### config.mk
export PLATFORM = sky130hd
export DESIGN_NAME = sobel_frame_ctrl_flat
export DESIGN_NICKNAME = d
export VERILOG_FILES = /design/src/rtl/sobel_frame_ctrl_if.sv /design/src/rtl/sobel_frame_ctrl.sv /design/src/flat_wrapper.sv
export SDC_FILE = /design/constraint.sdc
export NUM_CORES = 1
export LEC_CHECK = 0
export CORE_ASPECT_RATIO = 1.2
export CORE_UTILIZATION = 53
export DETAILED_ROUTE_END_ITERATION = 8
export PLACE_DENSITY = 0.84
export SYNTH_ARGS = -nofsm -noshare
export SYNTH_HDL_FRONTEND = slang
export SYNTH_SLANG_ARGS = --single-unit
### constraint.sdc
create_clock -name clock -period 3.65 [get_ports clock]
set_input_delay 0.73 -clock clock [delete_from_list [all_inputs] [get_ports clock]]
set_output_delay 0.73 -clock clock [all_outputs]
set_load 0.03 [all_outputs]
### src/rtl/sobel_frame_ctrl_if.sv
// Slot-issue and result-marking signals between the frame sequencer and the
// pipeline around it. The sequencer is the master.
//
// Handshake: a slot transfers on a rising clock edge where rd_valid && rd_ready.
// While rd_valid=1 and rd_ready=0 the master holds rd_valid and all three
// addresses stable. res_valid has no back-pressure; res_keep/out_row/out_col
// are combinational answers to the res_valid presented in the same cycle.
interface sobel_frame_ctrl_if #(
  parameter int ADDR_WIDTH = 19
) ();
  logic [ADDR_WIDTH-1:0] rd_addr_top;
  logic [ADDR_WIDTH-1:0] rd_addr_mid;
  logic [ADDR_WIDTH-1:0] rd_addr_bot;
  logic                  rd_valid;
  logic                  rd_ready;
  logic                  res_valid;
  logic                  res_keep;
  logic [15:0]           out_row;
  logic [15:0]           out_col;

  modport master (
    output rd_addr_top, rd_addr_mid, rd_addr_bot, rd_valid,
    input  rd_ready,
    input  res_valid,
    output res_keep, out_row, out_col
  );

  modport slave (
    input  rd_addr_top, rd_addr_mid, rd_addr_bot, rd_valid,
    output rd_ready,
    output res_valid,
    input  res_keep, out_row, out_col
  );
endinterface

### src/rtl/sobel_frame_ctrl.sv
// Frame sequencer for the sobel pipeline: issues WIDTH+2 three-row slots per
// row with edge replication, and marks which returning results are real
// output pixels. done pulses once all WIDTH*HEIGHT pixels have been kept.
module sobel_frame_ctrl #(
  parameter int WIDTH      = 720,
  parameter int HEIGHT     = 540,
  parameter int ADDR_WIDTH = 19
) (
  input  logic       clock,
  input  logic       reset,
  input  logic       start,
  output logic       busy,
  output logic       done,
  output logic [1:0] dbg_state,
  sobel_frame_ctrl_if.master bus
);

  typedef enum logic [1:0] {
    S_IDLE  = 2'd0,
    S_ISSUE = 2'd1,
    S_DRAIN = 2'd2,
    S_DONE  = 2'd3
  } state_t;

  localparam logic [15:0]           LAST_SLOT = 16'(WIDTH + 1);
  localparam logic [15:0]           LAST_ROW  = 16'(HEIGHT - 1);
  localparam logic [15:0]           WIDTH_16  = 16'(WIDTH);
  localparam logic [ADDR_WIDTH-1:0] ROW_STEP  = ADDR_WIDTH'(WIDTH);
  localparam logic [ADDR_WIDTH-1:0] LAST_COL  = ADDR_WIDTH'(WIDTH - 1);
  localparam logic [ADDR_WIDTH:0]   TOTAL     = (ADDR_WIDTH + 1)'(WIDTH * HEIGHT);

  state_t state_q, state_d;

  // issue side: current slot, row and running row bases
  logic [15:0]           s_q, r_q;
  logic [ADDR_WIDTH-1:0] base_top_q, base_mid_q, base_bot_q;
  logic [ADDR_WIDTH-1:0] addr_top_q, addr_mid_q, addr_bot_q;

  // result side: slot within the result row, result row, kept pixel count
  logic [15:0]           k_q, res_row_q;
  logic [ADDR_WIDTH:0]   kept_q;

  logic                  start_ok, issue_fire, last_issue, res_active, keep, kept_hit;
  logic [ADDR_WIDTH-1:0] col_next, bot_adv, mid_adv;

  assign start_ok   = (state_q == S_IDLE) && start;
  assign issue_fire = (state_q == S_ISSUE) && bus.rd_ready;
  assign last_issue = issue_fire && (s_q == LAST_SLOT) && (r_q == LAST_ROW);
  assign res_active = (state_q == S_ISSUE) || (state_q == S_DRAIN);
  assign keep       = bus.res_valid && res_active && (k_q >= 16'd2);
  assign kept_hit   = keep && (kept_q == TOTAL - 1'b1);

  // Column of slot s+1: s for s+1 in 1..WIDTH, clamped to WIDTH-1 for the
  // right replication slot.
  assign col_next = (s_q >= WIDTH_16) ? LAST_COL : ADDR_WIDTH'(s_q);
  assign mid_adv  = base_mid_q + ROW_STEP;
  // Bottom row stops advancing once r+1 would pass the last row.
  assign bot_adv  = ((r_q + 16'd2) <= LAST_ROW) ? (base_bot_q + ROW_STEP) : base_bot_q;

  // State register.
  always_ff @(posedge clock) begin
    if (reset) state_q <= S_IDLE;
    else       state_q <= state_d;
  end

  // Next-state logic; DONE is entered on the edge where the last pixel is kept.
  always_comb begin
    state_d = state_q;
    case (state_q)
      S_IDLE:  if (start) state_d = S_ISSUE;
      S_ISSUE: if (last_issue) state_d = S_DRAIN;
      S_DRAIN: if (kept_hit || (kept_q == TOTAL)) state_d = S_DONE;
      S_DONE:  state_d = S_IDLE;
      default: state_d = S_IDLE;
    endcase
  end

  // Issue side: load slot 0 of row 0 on start, step on each accepted slot.
  always_ff @(posedge clock) begin
    if (reset) begin
      s_q        <= '0;
      r_q        <= '0;
      base_top_q <= '0;
      base_mid_q <= '0;
      base_bot_q <= '0;
      addr_top_q <= '0;
      addr_mid_q <= '0;
      addr_bot_q <= '0;
    end else if (start_ok) begin
      s_q        <= '0;
      r_q        <= '0;
      base_top_q <= '0;
      base_mid_q <= '0;
      base_bot_q <= ROW_STEP;
      addr_top_q <= '0;
      addr_mid_q <= '0;
      addr_bot_q <= ROW_STEP;
    end else if (issue_fire) begin
      if (s_q == LAST_SLOT) begin
        s_q        <= '0;
        r_q        <= r_q + 16'd1;
        base_top_q <= base_mid_q;
        base_mid_q <= mid_adv;
        base_bot_q <= bot_adv;
        addr_top_q <= base_mid_q;
        addr_mid_q <= mid_adv;
        addr_bot_q <= bot_adv;
      end else begin
        s_q        <= s_q + 16'd1;
        addr_top_q <= base_top_q + col_next;
        addr_mid_q <= base_mid_q + col_next;
        addr_bot_q <= base_bot_q + col_next;
      end
    end
  end

  // Result side: count every result while the frame is active; the first two
  // of each row only prime the sobel shift registers.
  always_ff @(posedge clock) begin
    if (reset || start_ok) begin
      k_q       <= '0;
      res_row_q <= '0;
      kept_q    <= '0;
    end else if (bus.res_valid && res_active) begin
      kept_q <= kept_q + (ADDR_WIDTH + 1)'(keep);
      if (k_q == LAST_SLOT) begin
        k_q       <= '0;
        res_row_q <= res_row_q + 16'd1;
      end else begin
        k_q <= k_q + 16'd1;
      end
    end
  end

  assign bus.rd_addr_top = addr_top_q;
  assign bus.rd_addr_mid = addr_mid_q;
  assign bus.rd_addr_bot = addr_bot_q;
  assign bus.rd_valid    = (state_q == S_ISSUE);
  assign bus.res_keep    = keep;
  assign bus.out_row     = res_row_q;
  assign bus.out_col     = (k_q >= 16'd2) ? (k_q - 16'd2) : 16'd0;
  assign busy            = (state_q != S_IDLE);
  assign done            = (state_q == S_DONE);
  assign dbg_state       = state_q;

endmodule
### src/flat_wrapper.sv
// flat-port wrapper written by rule: the top's interface ports become plain ports
module sobel_frame_ctrl_flat 
#(
  parameter int WIDTH      = 720,
  parameter int HEIGHT     = 540,
  parameter int ADDR_WIDTH = 19
)
  (clock, reset, start, busy, done, dbg_state, bus_rd_addr_top, bus_rd_addr_mid, bus_rd_addr_bot, bus_rd_valid, bus_rd_ready, bus_res_valid, bus_res_keep, bus_out_row, bus_out_col);
  sobel_frame_ctrl_if #(.ADDR_WIDTH(ADDR_WIDTH)) bus_i ();
  input  logic clock;
  input  logic reset;
  input  logic start;
  output logic busy;
  output logic done;
  output logic [1:0] dbg_state;
  output wire logic [$bits(bus_i.rd_addr_top)-1:0] bus_rd_addr_top;
  output wire logic [$bits(bus_i.rd_addr_mid)-1:0] bus_rd_addr_mid;
  output wire logic [$bits(bus_i.rd_addr_bot)-1:0] bus_rd_addr_bot;
  output wire logic [$bits(bus_i.rd_valid)-1:0] bus_rd_valid;
  input wire logic [$bits(bus_i.rd_ready)-1:0] bus_rd_ready;
  input wire logic [$bits(bus_i.res_valid)-1:0] bus_res_valid;
  output wire logic [$bits(bus_i.res_keep)-1:0] bus_res_keep;
  output wire logic [$bits(bus_i.out_row)-1:0] bus_out_row;
  output wire logic [$bits(bus_i.out_col)-1:0] bus_out_col;
  assign bus_rd_addr_top = bus_i.rd_addr_top;
  assign bus_rd_addr_mid = bus_i.rd_addr_mid;
  assign bus_rd_addr_bot = bus_i.rd_addr_bot;
  assign bus_rd_valid = bus_i.rd_valid;
  assign bus_i.rd_ready = bus_rd_ready;
  assign bus_i.res_valid = bus_res_valid;
  assign bus_res_keep = bus_i.res_keep;
  assign bus_out_row = bus_i.out_row;
  assign bus_out_col = bus_i.out_col;
  sobel_frame_ctrl #(.WIDTH(WIDTH), .HEIGHT(HEIGHT), .ADDR_WIDTH(ADDR_WIDTH)) u_core (.clock(clock), .reset(reset), .start(start), .busy(busy), .done(done), .dbg_state(dbg_state), .bus(bus_i));
endmodule
==> results of run 1 <==
cell type report:
| type | count | area (um^2) | area share, % |
|---|---|---|---|
| clock buffer | 18 | 439 | 3.56 |
| clock inverter | 14 | 168 | 1.36 |
| inverter | 28 | 105 | 0.852 |
| multi-input combinational | 1048 | 6510 | 52.7 |
| sequential | 180 | 3600 | 29.2 |
| tap | 261 | 327 | 2.65 |
| timing repair buffer | 124 | 1190 | 9.64 |
layout by cell type (no fill, tap or decap), types with 24 or more instances in the layout:
cell type	instances
a21oi_1	89
buf_4	24
clkdlybuf4s50_1	98
dfxtp_1	180
ha_1	44
inv_1	27
nand2_1	168
nand3_1	43
nand4_1	24
nor2_1	171
nor3_1	36
o21ai_0	54
or3_1	32
xnor2_1	81
xor2_1	61
power by group through the flow:
| stage | clock network, W | logic, W | registers, W |
|---|---|---|---|
| after floorplan | 0 | 0.000750 | 0.00227 |
| after global placement | 0 | 0.00134 | 0.00217 |
| after detailed placement | 0 | 0.00135 | 0.00217 |
| after CTS | 0.00193 | 0.00136 | 0.00213 |
| after global routing | 0.00201 | 0.00146 | 0.00214 |
| final | 0.00191 | 0.00136 | 0.00213 |
final timing paths:
| path | from | endpoint | depth (start not counted) | slack [ns] |
|---|---|---|---|---|
| setup / recovery | u_core.k_q[5] | bus_out_col[11] | 6 | 0.16 |
| hold / removal | u_core.bus.rd_addr_mid[9] | u_core.bus.rd_addr_mid[9] | 2 | 0.45 |
| setup reg to reg | u_core.s_q[5] | u_core.bus.rd_addr_mid[18] | 13 | 0.29 |
| hold reg to reg | u_core.bus.rd_addr_mid[9] | u_core.bus.rd_addr_mid[9] | 2 | 0.45 |
kinds of logic after synthesis:
| kind of cell | Yosys count | share of synthesized area [%] |
|---|---|---|
| multiplexers | 13 | 1.26 |
| AND/OR/NAND/NOR | 577 | 26.3 |
| buffers and inverters | 119 | 5.27 |
| adder cells (fa/ha/maj) | 49 | 5.67 |
| other | 1 | 0.0353 |
| AO/OA/AOI/OAI | 261 | 15.8 |
| XOR/XNOR | 142 | 11.7 |
| flip-flops | 180 | 33.9 |
routing by layer:
metal	track usage (%)	part of all wire, %	up-vias
li1	-	-	4792
met1	31.8	43	4640
met2	44.5	47	372
met3	4.73	6.3	65
met4	13.1	3.1	0
met5	0	0	-
metrics by stage:
step | std cells | setup slack [ns]
after CTS | 1673 | 0.156
final | 1673 | 0.158
after global routing | 1673 | 0.000176
after floorplan | 1347 | 0.341
after global placement | 1641 | 0.388
after detailed placement | 1641 | 0.280
flip-flops by register name, summed over array words and instances, names as in the netlist:
signal / flops
u_core.base_top_q: 15
u_core.k_q: 16
u_core.base_mid_q: 15
u_core.dbg_state: 2
u_core.s_q: 16
u_core.kept_q: 20
u_core.bus.out_row: 16
u_core.bus.rd_addr_mid: 15
u_core.base_bot_q: 15
u_core.bus.rd_addr_bot: 19
u_core.r_q: 16
u_core.bus.rd_addr_top: 15
worst min-delay path: stages, from the launching register on:
cell and delay [ns]:
dfxtp_1 0.31, nand2_1 0.05, nand2_1 0.04
==> qor.yml, run 1 <==
viasPerCell: 5.90
drt.antenna.violating_nets: 0
path_clk_slew_ns: 0.08
cts_max_level: 4
fin_nets: 1448
die_area_um2: 20600
yosysSeqAreaShare_pct: 33.9
vdd_ir_drop_max_uv: 364
cts_buffers: 17
synth_area_leaders: "dfxtp_1, xnor2_1, nor2_1"
drv_slew: 0
io_buffers: 99
cp_max_fo: 9
worstPathCellList: "nor4_2, nor2b_1, nand2_1, or3_1, a21oi_1, clkdlybuf4s50_1"
syn_to_final_growth_pct: 16.2
fp.dieW_um: 131
antenna_found_initial: 0
final_util_pct: 62.9
synth_edf_count: 0
fmax_mhz: 286
p_int_w: 0.00358
drt-total-wl_mm: 26.5
cp.arrival_ns: 2.76
synthArstFlopShare_pct: 0
core_um2: 19600
critPathKind: "reg2out"
layout-drive-gt1-share_pct: 7.15
worst_pin_slew_ns: 0.925
clock_path_buffers: 2
critPathTopFamily: "simple AND/OR/NAND/NOR gates"
cellPowerDensity_nw_per_um2: 438
finalHoldViolCount: 0
cp_num_buf_inv: 1
p_clk_share_pct: 35.3
rows: 56
power_frac_seq_pct: 39.5
relSlewSlack_pct: 38.1
setup_viol: 0
place_hpwl_mm: 18.5
synthTopCellsByCount: "dfxtp_1, nor2_1, nand2_1"
insertion_delay_ns: 0.44
synth_top_cell_area_share_pct: 33.9
holdBufCountCts: 0
finalPower_w: 0.00540
ys_types: 86
fp.dieH_um: 157
status: "completed"
grt_pass1_vias: 9386
cap_violations: 0
ys_seq_elements: 180
gp_congestion: 0.894
hold_class: "reg2reg"
hold_slack_ns: 0.447
route.detailed.drc: 0
rsz0062_at_grt: "no"
fin_skew_ns: 0.0129
period_share_pct: 95.7
place_area_um2: 11700
io_pins: 100
grt-ovfl-total: 0
drtIter0Drc: 775
cts_tree: "yes"
clock-sinks: 180
grt_max_degree: 69
setup.worst_path.start_class: "flip-flop"
synth-main-ff-cell: "dfxtp_1"
grt_pass1_wl_mm: 44.5
max_stage_delay_ns: 0.70
syn_area_um2: 10600
synth.largest_area_cell: "dfxtp_1"
p_sw_share_pct: 33.7
antenna_cells: 0
leakage_nw: 4.35
avgRoutedWirePerCell_um: 15.8
fillerInstances: 1639
syn_inst: 1342
yosys_warnings: 0
vias: 9869
postCtsSetupBuffers: 0
synth_most_common_cell: "dfxtp_1"
final_area_um2: 12300
period_needed_ns: 3.49
p_comb_share_pct: 25.2
cp.required_ns: 2.92
cpMaxStageDelayCell: "clkdlybuf4s50_1"
track_usage_pct: 26.1
cts-root-buf: "clkbuf_16"
p_switching_w: 0.00182
ctsResizeCount: 2
avgSynthCellArea_um2: 7.91
start_util_pct: 54.1
finalSetupTns_ns: 0
crit_path_end_kind: "primary output"
dr.pass1.iters: 5
Note: power is estimated with default switching activity, not from simulation.
==> run 2: changes to the inputs <==
==> constraint.sdc (replaced) <==
create_clock -name clock -period 4.3 [get_ports clock]
set_input_delay 0.86 -clock clock [delete_from_list [all_inputs] [get_ports clock]]
set_output_delay 0.86 -clock clock [all_outputs]
set_load 0.03 [all_outputs]
==> run 2 against run 1 <==
Compared with the run above: flip-flop and latch count unchanged; hold slack improved by 0.00053 ns; register-to-register slack improved by 0.16 ns; critical path type unchanged; highest routed layer unchanged.
==> qor.yml, run 2 (synthesized netlist as in run 1, its figures left out) <==
finalHoldViolCount: 0  # unchanged
largest_reg_flops: 20  # unchanged
die_area_um2: 20600  # unchanged
cts_buffers: 17  # unchanged
hold_slack_ns: 0.447  # +0.000532 ns
final_area_um2: 12300  # -0.57%
drtIter0Drc: 721  # -7.0%
fin_nets: 1435  # -0.90%
fin_skew_ns: 0.0117  # -0.00113 ns
critPathTopFamily: "simple AND/OR/NAND/NOR gates"
rows: 56  # unchanged
holdBufCountCts: 0  # unchanged
status: "completed"
finalSetupTns_ns: 0  # unchanged
crit_top_cell: "nor4_1"
layout-drive-gt1-share_pct: 6.00  # -1.1 points
p_int_w: 0.00320  # -11%
io_pins: 100  # unchanged
setup_viol: 0  # unchanged
worst_pin_slew_ns: 1.05  # +0.123 ns
max_stage_delay_ns: 0.67  # -0.03 ns
cp_max_fo: 9  # unchanged
cpMaxStageDelayCell: "clkdlybuf4s50_1"
start_util_pct: 54.1  # unchanged
gp_congestion: 0.885  # -1.0%
p_clk_share_pct: 37.2  # +1.9 points
p_switching_w: 0.00151  # -17%
path_clk_slew_ns: 0.07  # about the same
antenna_cells: 0  # unchanged
p_sw_share_pct: 32.0  # -1.7 points
fp.dieW_um: 131  # unchanged
dr.pass1.iters: 7  # +2
hold_class: "reg2reg"
place_area_um2: 11600  # -0.94%
grt-ovfl-total: 0  # unchanged
fp.dieH_um: 157  # unchanged
period_needed_ns: 4.02
core_um2: 19600  # unchanged
cp.required_ns: 3.44  # +0.52 ns
power_frac_seq_pct: 38.4  # -1.1 points
vdd_ir_drop_max_uv: 332  # -8.8%
route.detailed.drc: 0  # unchanged
postCtsSetupBuffers: 0  # unchanged
grt_pass1_wl_mm: 44.2  # -0.60%
track_usage_pct: 26.0  # -0.17 points
syn_to_final_growth_pct: 15.5
grt_max_degree: 68  # -1.4%
setup.worst_path.start_class: "flip-flop"
drv_slew: 0  # unchanged
worstPathCellList: "nor4_1, nor2b_1, nand2_1, nor4_1, nor3b_1, xnor2_1, nor2_1, clkdlybuf4s50_1"
cts-root-buf: "clkbuf_16"
cellPowerDensity_nw_per_um2: 384  # -12%
vias: 9851  # -0.18%
place_hpwl_mm: 18.3  # -0.86%
final_util_pct: 62.5  # -0.36 points
grt_pass1_vias: 9319  # -0.71%
drt-total-wl_mm: 26.8  # +1.4%
io_buffers: 99  # unchanged
avgRoutedWirePerCell_um: 16.2  # +2.2%
period_share_pct: 93.6
clock_path_buffers: 2  # unchanged
drt.antenna.violating_nets: 0  # unchanged
rsz0062_at_grt: "no"
cts_tree: "yes"
cp_num_buf_inv: 1  # unchanged
crit_path_end_kind: "primary output"
p_comb_share_pct: 24.4  # -0.8 points
insertion_delay_ns: 0.43  # about the same
final_cell_mix: "dfxtp_1, nor2_1, nand2_1"
top_register: "u_core.kept_q"
final_common_cell: "dfxtp_1"
critPathKind: "reg2out"
cap_violations: 0  # unchanged
relSlewSlack_pct: 29.8  # -8.3 points
cp.arrival_ns: 3.16  # +0.40 ns
leakage_nw: 4.31  # -0.85%
clock-sinks: 180  # unchanged
fmax_mhz: 249
finalPower_w: 0.00471  # -13%
viasPerCell: 5.93  # +0.60%
antenna_found_initial: 0  # unchanged
cts_max_level: 4  # unchanged
==> run 2: cell count changes in the layout (fill, tap and decap cells not counted), sizes merged <==
cell           change
clkinv             -2
dlygate4sd2        -1
clkdlybuf4s50      +1
bufinv             +3
buf               -13
clkinvlp           -3
clkbuf             +2
==> run 2: area by class of cell <==
class                      count  area (um^2)
inverter                      28          105
clock inverter                12          213
fill                        1648         7350
multi-input combinational   1048         6490
sequential                   180         3600
clock buffer                  20          447
timing repair buffer         111         1080
tap                          261          327
==> run 2: worst paths after layout <==
check / startpoint / to / slack (ns) / depth (start not counted)
setup / recovery: u_core.k_q[5] / bus_out_col[15] / 0.28 / 8
hold reg to reg: u_core.bus.rd_addr_mid[9] / u_core.bus.rd_addr_mid[9] / 0.45 / 2
hold / removal: u_core.bus.rd_addr_mid[9] / u_core.bus.rd_addr_mid[9] / 0.45 / 2
setup reg to reg: u_core.s_q[12] / u_core.bus.rd_addr_bot[16] / 0.45 / 13
==> run 2: per-stage QoR <==
| stage | setup WS, ns | cells |
|---|---|---|
| 3_3_place_gp | 0.682 | 1628 |
| 2_1_floorplan | 0.991 | 1347 |
| 4_1_cts | 0.182 | 1660 |
| 3_5_place_dp | 0.492 | 1628 |
| 5_1_grt | 0.0706 | 1660 |
| 6_report | 0.277 | 1660 |
==> run 2: power by group through the flow <==
stage               clock network (W)  logic, W  registers [W]
finish                        0.00175   0.00115        0.00181
floorplan                           0  0.000637        0.00192
CTS                           0.00177   0.00114        0.00181
detailed placement                  0   0.00113        0.00184
global route                  0.00184   0.00122        0.00182
global placement                    0   0.00111        0.00184
==> run 2: metal layers <==
metal / track usage, % / routed length (um)
met1: 30.8 / 11400
met3: 5.76 / 1870
met2: 45.4 / 12800
met5: 0 / 0
met4: 10.6 / 788
==> run 2: tightest hold or removal path, stage by stage, from the launching register on <==
cell and delay, ns:
dfxtp_1 0.31, nand2_1 0.05, nand2_1 0.04
==> run 2: repair_timing <==
| action | CTS | global route |
|---|---|---|
| endpoints found under the setup margin | 0 | 1 |
| gates resized for setup | 0 | 1 |
| hold endpoints to repair | 0 | 0 |
